### src/rtl/nn_pkg.sv
// Shared sample type, width and sequencer state encoding for the nn input feeder.
package nn_pkg;
    localparam int DATA_W = 8;

    typedef logic signed [DATA_W-1:0] sample_t;

    typedef enum logic [2:0] {
        IDLE,
        NRST,
        FILL,
        RUN,
        DONE
    } seq_state_t;
endpackage

### src/rtl/nn_pingpong_buf.sv
// Two-bank vector buffer: write side packs samples, read side serves the network.
// Read data registered (1 cycle); wr_ready drops while the write bank is still full.
module nn_pingpong_buf #(
    parameter int DATA_W   = 8,
    parameter int N_INPUTS = 2,
    parameter int AW       = 1
) (
    input  logic              clk,
    input  logic              rst,
    input  logic              wr_valid,
    output logic              wr_ready,
    input  logic [DATA_W-1:0] wr_data,
    input  logic              wr_last,
    output logic              early_last,
    input  logic              rd_trig,
    input  logic [AW-1:0]     rd_addr,
    output logic [DATA_W-1:0] rd_data,
    output logic              rd_full,
    output logic              rd_last,
    output logic              other_full,
    input  logic              release_bank
);
    localparam int IW = (N_INPUTS > 1) ? $clog2(N_INPUTS) : 1;

    logic [DATA_W-1:0] mem [2][N_INPUTS];
    logic [1:0]        full;
    logic [1:0]        last;
    logic [1:0]        full_nxt;
    logic              wbank;
    logic              rbank;
    logic              en;
    logic [IW-1:0]     widx;
    logic              accept;
    logic              final_elem;

    assign wr_ready   = en & ~full[wbank];
    assign accept     = wr_valid & wr_ready;
    assign final_elem = (widx == IW'(N_INPUTS - 1));
    assign early_last = accept & wr_last & ~final_elem;
    assign rd_full    = full[rbank];
    assign rd_last    = last[rbank];
    assign other_full = full[~rbank];

    always_comb begin
        full_nxt = full;
        if (release_bank)
            full_nxt[rbank] = 1'b0;
        if (accept && final_elem)
            full_nxt[wbank] = 1'b1;
    end

    always_ff @(posedge clk or negedge rst) begin
        if (!rst) begin
            full    <= '0;
            last    <= '0;
            wbank   <= 1'b0;
            rbank   <= 1'b0;
            widx    <= '0;
            en      <= 1'b0;
            rd_data <= '0;
        end else begin
            en   <= 1'b1;
            full <= full_nxt;
            if (release_bank)
                rbank <= ~rbank;
            // Move the write pointer as soon as its bank is full and the other is free,
            // so a bank released this cycle is writable on the next one.
            if (full_nxt[wbank] && !full_nxt[~wbank])
                wbank <= ~wbank;
            if (accept) begin
                if (final_elem) begin
                    widx        <= '0;
                    last[wbank] <= wr_last;
                end else begin
                    widx <= widx + 1'b1;
                end
            end
            if (rd_trig) begin
                rd_data <= '0;
                for (int i = 0; i < N_INPUTS; i++)
                    if (rd_addr == AW'(i))
                        rd_data <= mem[rbank][i];
            end
        end
    end

    always_ff @(posedge clk) begin
        if (accept)
            mem[wbank][widx] <= wr_data;
    end
endmodule

### src/rtl/nn_input_sequencer.sv
// Packs samples into vectors and drives the tanh network through reset/fill/run per vector.
// Vector start 2 cycles after its last sample; in_ready low while both banks are full.
module nn_input_sequencer #(
    parameter int DATA_W   = nn_pkg::DATA_W,
    parameter int N_INPUTS = 2,
    parameter int AW       = 1,
    parameter int TIMEOUT  = 1024,
    parameter int CNT_W    = 16
) (
    input  logic              clk,
    input  logic              rst,
    input  logic              in_valid,
    output logic              in_ready,
    input  logic [DATA_W-1:0] in_data,
    input  logic              in_last,
    output logic              net_rst,
    output logic              net_fill,
    output logic              net_req,
    input  logic              net_rd_trig,
    input  logic [AW-1:0]     net_rd_addr,
    output logic [DATA_W-1:0] net_rd_data,
    input  logic              net_ack_fill,
    input  logic              net_ack_network,
    output logic              busy,
    output logic              vec_done,
    output logic              seq_done,
    output logic [CNT_W-1:0]  vec_count,
    output logic [1:0]        err
);
    import nn_pkg::*;

    localparam int TW = $clog2(TIMEOUT + 1);

    seq_state_t    state;
    logic [TW-1:0] timer;
    logic          timeout_hit;
    logic          fill_to;
    logic          run_to;
    logic          release_bank;
    logic          rd_full;
    logic          rd_last;
    logic          other_full;
    logic          early_last;

    nn_pingpong_buf #(
        .DATA_W  (DATA_W),
        .N_INPUTS(N_INPUTS),
        .AW      (AW)
    ) u_buf (
        .clk         (clk),
        .rst         (rst),
        .wr_valid    (in_valid),
        .wr_ready    (in_ready),
        .wr_data     (in_data),
        .wr_last     (in_last),
        .early_last  (early_last),
        .rd_trig     (net_rd_trig),
        .rd_addr     (net_rd_addr),
        .rd_data     (net_rd_data),
        .rd_full     (rd_full),
        .rd_last     (rd_last),
        .other_full  (other_full),
        .release_bank(release_bank)
    );

    assign timeout_hit  = (timer == TW'(TIMEOUT - 1));
    assign fill_to      = (state == FILL) && !net_ack_fill && timeout_hit;
    assign run_to       = (state == RUN) && !net_ack_network && timeout_hit;
    assign release_bank = (state == DONE) || fill_to || run_to;
    assign busy         = (state != IDLE);

    always_ff @(posedge clk or negedge rst) begin
        if (!rst) begin
            state     <= IDLE;
            timer     <= '0;
            net_rst   <= 1'b1;
            net_fill  <= 1'b0;
            net_req   <= 1'b0;
            vec_done  <= 1'b0;
            seq_done  <= 1'b0;
            vec_count <= '0;
            err       <= '0;
        end else begin
            vec_done <= 1'b0;
            seq_done <= 1'b0;
            timer    <= timer + 1'b1;
            if (early_last)
                err[1] <= 1'b1;
            if (fill_to || run_to) begin
                // Stuck network: drop this vector and go straight on to the next if it is ready.
                err[0]   <= 1'b1;
                net_fill <= 1'b0;
                net_req  <= 1'b0;
                net_rst  <= 1'b1;
                timer    <= '0;
                state    <= other_full ? NRST : IDLE;
            end else begin
                case (state)
                    IDLE: begin
                        if (rd_full)
                            state <= NRST;
                    end
                    NRST: begin
                        state    <= FILL;
                        net_rst  <= 1'b0;
                        net_fill <= 1'b1;
                        timer    <= '0;
                    end
                    FILL: begin
                        if (net_ack_fill) begin
                            state    <= RUN;
                            net_fill <= 1'b0;
                            net_req  <= 1'b1;
                            timer    <= '0;
                        end
                    end
                    RUN: begin
                        if (net_ack_network) begin
                            state     <= DONE;
                            net_req   <= 1'b0;
                            vec_done  <= 1'b1;
                            seq_done  <= rd_last;
                            vec_count <= vec_count + 1'b1;
                        end
                    end
                    DONE: begin
                        state   <= IDLE;
                        net_rst <= 1'b1;
                    end
                    default: state <= IDLE;
                endcase
            end
        end
    end
endmodule

### config.mk
export PLATFORM = sky130hd
export DESIGN_NAME = nn_input_sequencer
export DESIGN_NICKNAME = d
export VERILOG_FILES = /design/src/rtl/nn_pkg.sv /design/src/rtl/nn_pingpong_buf.sv /design/src/rtl/nn_input_sequencer.sv
export SDC_FILE = /design/constraint.sdc
export NUM_CORES = 1
export LEC_CHECK = 0
export BUFFER_PORTS_ARGS = -buffer_cell sky130_fd_sc_hd__buf_4
export CORE_MARGIN = 10
export CORE_UTILIZATION = 35
export CTS_BUF_LIST = sky130_fd_sc_hd__clkbuf_16
export DETAILED_ROUTE_END_ITERATION = 10
export PLACE_DENSITY = 0.51
export RECOVER_POWER = 50
export SYNTH_ARGS = -nofsm -noshare
export SYNTH_HDL_FRONTEND = slang
export SYNTH_HIERARCHICAL = 1
export SYNTH_SLANG_ARGS = --single-unit
### constraint.sdc
create_clock -name clk -period 3.5 [get_ports clk]
set_input_delay 0.35 -clock clk [delete_from_list [all_inputs] [get_ports clk]]
set_output_delay 0.35 -clock clk [all_outputs]
set_load 0.01 [all_outputs]
==> reports/metrics.csv <==
metric,value,unit
"EDFF count, synth",32,
Die W,121,µm
Routed WL,6750,µm
clock skew,0.00748,ns
dpl ws,1.36,ns
DRT Pass-1 Iters,4,
RSZ-0062 raised after global routing,no,
Setup TNS,0,ns
Area Overhead vs Synth,19.2,%
DRC,0,
top cell family by delay on the critical path,simple AND/OR/NAND/NOR gates,
cts hold-fix bufs,0,
slowest CP cell,nor4_1,
"Seq/Total Area, Yosys",63.6,%
Syn Nets,274,
postcts setup bufs,0,
worst hold path type,in -> async,
share of the synthesized area in the top cell type,36.2,%
hpwl dp,4760,µm
Lkg Pwr,1.80,nW
via count,2117,
vias per inst,4.73,
Critical Path RT,3.75,ns
CP Cell Sequence,"ha_1, nand3_2, nor4_1, nand3_1, o21ai_0, nand2_1, a211o_1, o211ai_1",
Root Driver,clkbuf_16,
"flops & latches, synth",85,
top post-synthesis cells by area,"dfrtp_1 (36%), edfxtp_1 (27%), xnor2_1 (3.7%), mux2_2 (3.1%), mux4_1 (2.9%)",
vias in the first global route,2200,
Slew @ Worst Pin,0.708,ns
post-CTS resize count,0,
Sink Count,85,
share of layout cells above drive strength 1,20.6,%
Worst Hold Slack,0.0457,ns
max incr delay on CP,0.39,ns
CP Class,reg -> reg,
Slew HR,52.8,%
nets,328,
initial core utilization,36.3,%
WP data arrival,2.43,ns
final antenna-violating net count,0,
num rows,36,
Wirelength per Cell,15.1,µm
Worst VDD drop,307,µV
synth unique cells,50,
"Min Clock Period, post-route",2.18,ns
Die Area,14700,µm²
crit share post-route,62.3,%
pin count of the biggest net entering global routing,54,
"area leader, netlist",dfrtp_1,
Overflow after GRT,0,
Worst Slack Setup Final,1.32,ns
Mapped Area,3600,µm²
most frequent cell after synthesis,dfrtp_1,
final setup fails,0,
CTS Buffer Depth,2,
Crit path buffers/inverters,0,
Die Y,121,µm
CP startpoint kind,register,
htree depth,3,
CTS buffer count,9,
initial antenna violation count,0,
IO Count,49,
ys async rst share,62.4,%
status,"finished, final reports clean",
cell count after synthesis,256,
Fin. Hold Viols,0,
"Power, Total",2.98,mW
Commonest cells post-synth,"dfrtp_1 (52), edfxtp_1 (32), nand2_1 (17), nor2_1 (17), xnor2_1 (15)",
Worst-Skew Late Latency,0.33,ns
first-pass GRT wire length,11200,µm
Crit Path Max Fanout,6,
Antenna diodes,0,
core box area,9910,µm²
Max Slew Vio Count,0,
CP Capture Type,register,
Max-Cap Viols,0,
IO Port Bufs,48,
TritonCTS clock tree,yes,
fmax,459,MHz
"Reg clk slew, reported paths",0.06,ns
Detailed Route Iter0 Violations,112,
ys flop type,dfrtp_1,
gr usage total,9.68,%
Avg Inst Size Synth,14.0,µm²
PD cells,696,nW/µm²
Synthesis Warnings,6,
gpl congestion,0.741,
==> cell usage in the layout (no fill, tap or decap), drive strengths merged, types with 4 or more instances in the layout <==
cell	netlist	routed
nand2	17	17
mux4	8	8
buf	5	29
nand2b	7	7
xnor2	15	15
inv	8	11
and3	4	4
nor2	17	17
mux2	14	14
xor2	10	10
o21ai	6	6
dfrtp	52	52
nand3	10	10
nand4	8	8
edfxtp	32	32
nor2b	4	4
clkbuf	3	32
==> stage by stage <==
step / instances / util [%] / instance area, µm²
detailed placement: 432 / 41.3 / 4090
global route: 448 / 43.2 / 4290
floorplan: 256 / - / 3600
CTS: 448 / 44.1 / 4370
finish: 448 / 43.2 / 4290
global placement: 432 / 41.3 / 4090
==> sequential cells by signal, indices dropped and copies added, names as in the netlist, 2 cells and up <==
signal         count
u_buf/mem         32
vec_count         16
timer             11
u_buf/rd_data      8
state              3
err                2
u_buf/full         2
u_buf/last         2
==> power breakdown <==
group	internal, mW	leakage [nW]	total (mW)	switching (mW)
clock network	0.515	0.150	0.882	0.367
logic	0.364	0.680	0.677	0.313
registers	1.22	0.967	1.42	0.203
==> layout make-up <==
| class | count | area, µm² |
|---|---|---|
| clock inverter | 6 | 30.0 |
| fill | 966 | 5620 |
| inverter | 8 | 30.0 |
| multi-input combinational | 155 | 1220 |
| tap | 133 | 166 |
| sequential | 85 | 2290 |
| timing repair buffer | 51 | 300 |
| clock buffer | 10 | 250 |
==> cell families (layout without fill, tap and decap cells) <==
kind of cell | count (synthesis) | count (layout) | share of synthesized area [%]
adder cells (fa/ha/maj) | 2 | 2 | 0.696
other | 1 | 1 | 0.104
flip-flops | 85 | 85 | 63.6
multiplexers | 24 | 24 | 10.8
XOR/XNOR | 25 | 25 | 6.09
AND/OR/NAND/NOR | 82 | 82 | 12.0
AO/OA/AOI/OAI | 21 | 21 | 4.28
buffers and inverters | 16 | 75 | 2.44
==> per-layer routing <==
| layer | part of all wire, % | up-vias | track usage, % | wire, µm |
|---|---|---|---|---|
| met5 | 0 | - | 0 | 0 |
| met2 | 47 | 36 | 14.8 | 3170 |
| met3 | 5.2 | 11 | 3.02 | 349 |
| met4 | 2.1 | 0 | 5.14 | 143 |
| li1 | - | 1034 | - | - |
| met1 | 46 | 1036 | 12.0 | 3080 |
==> final timing paths <==
check,startpoint,endpoint,slack (ns),cells past startpoint
setup reg to reg,timer[0],u_buf/wbank,1.32,8
max in group asynchronous,rst,u_buf/rd_data[6],2.98,1
setup / recovery,timer[0],u_buf/wbank,1.32,8
hold / removal,rst,timer[3],0.05,1
hold reg to reg,vec_count[15],vec_count[15],0.48,1
min in group clk,in_data[6],u_buf/mem[1][6],0.27,1
Power figures use the tool's default switching activity.
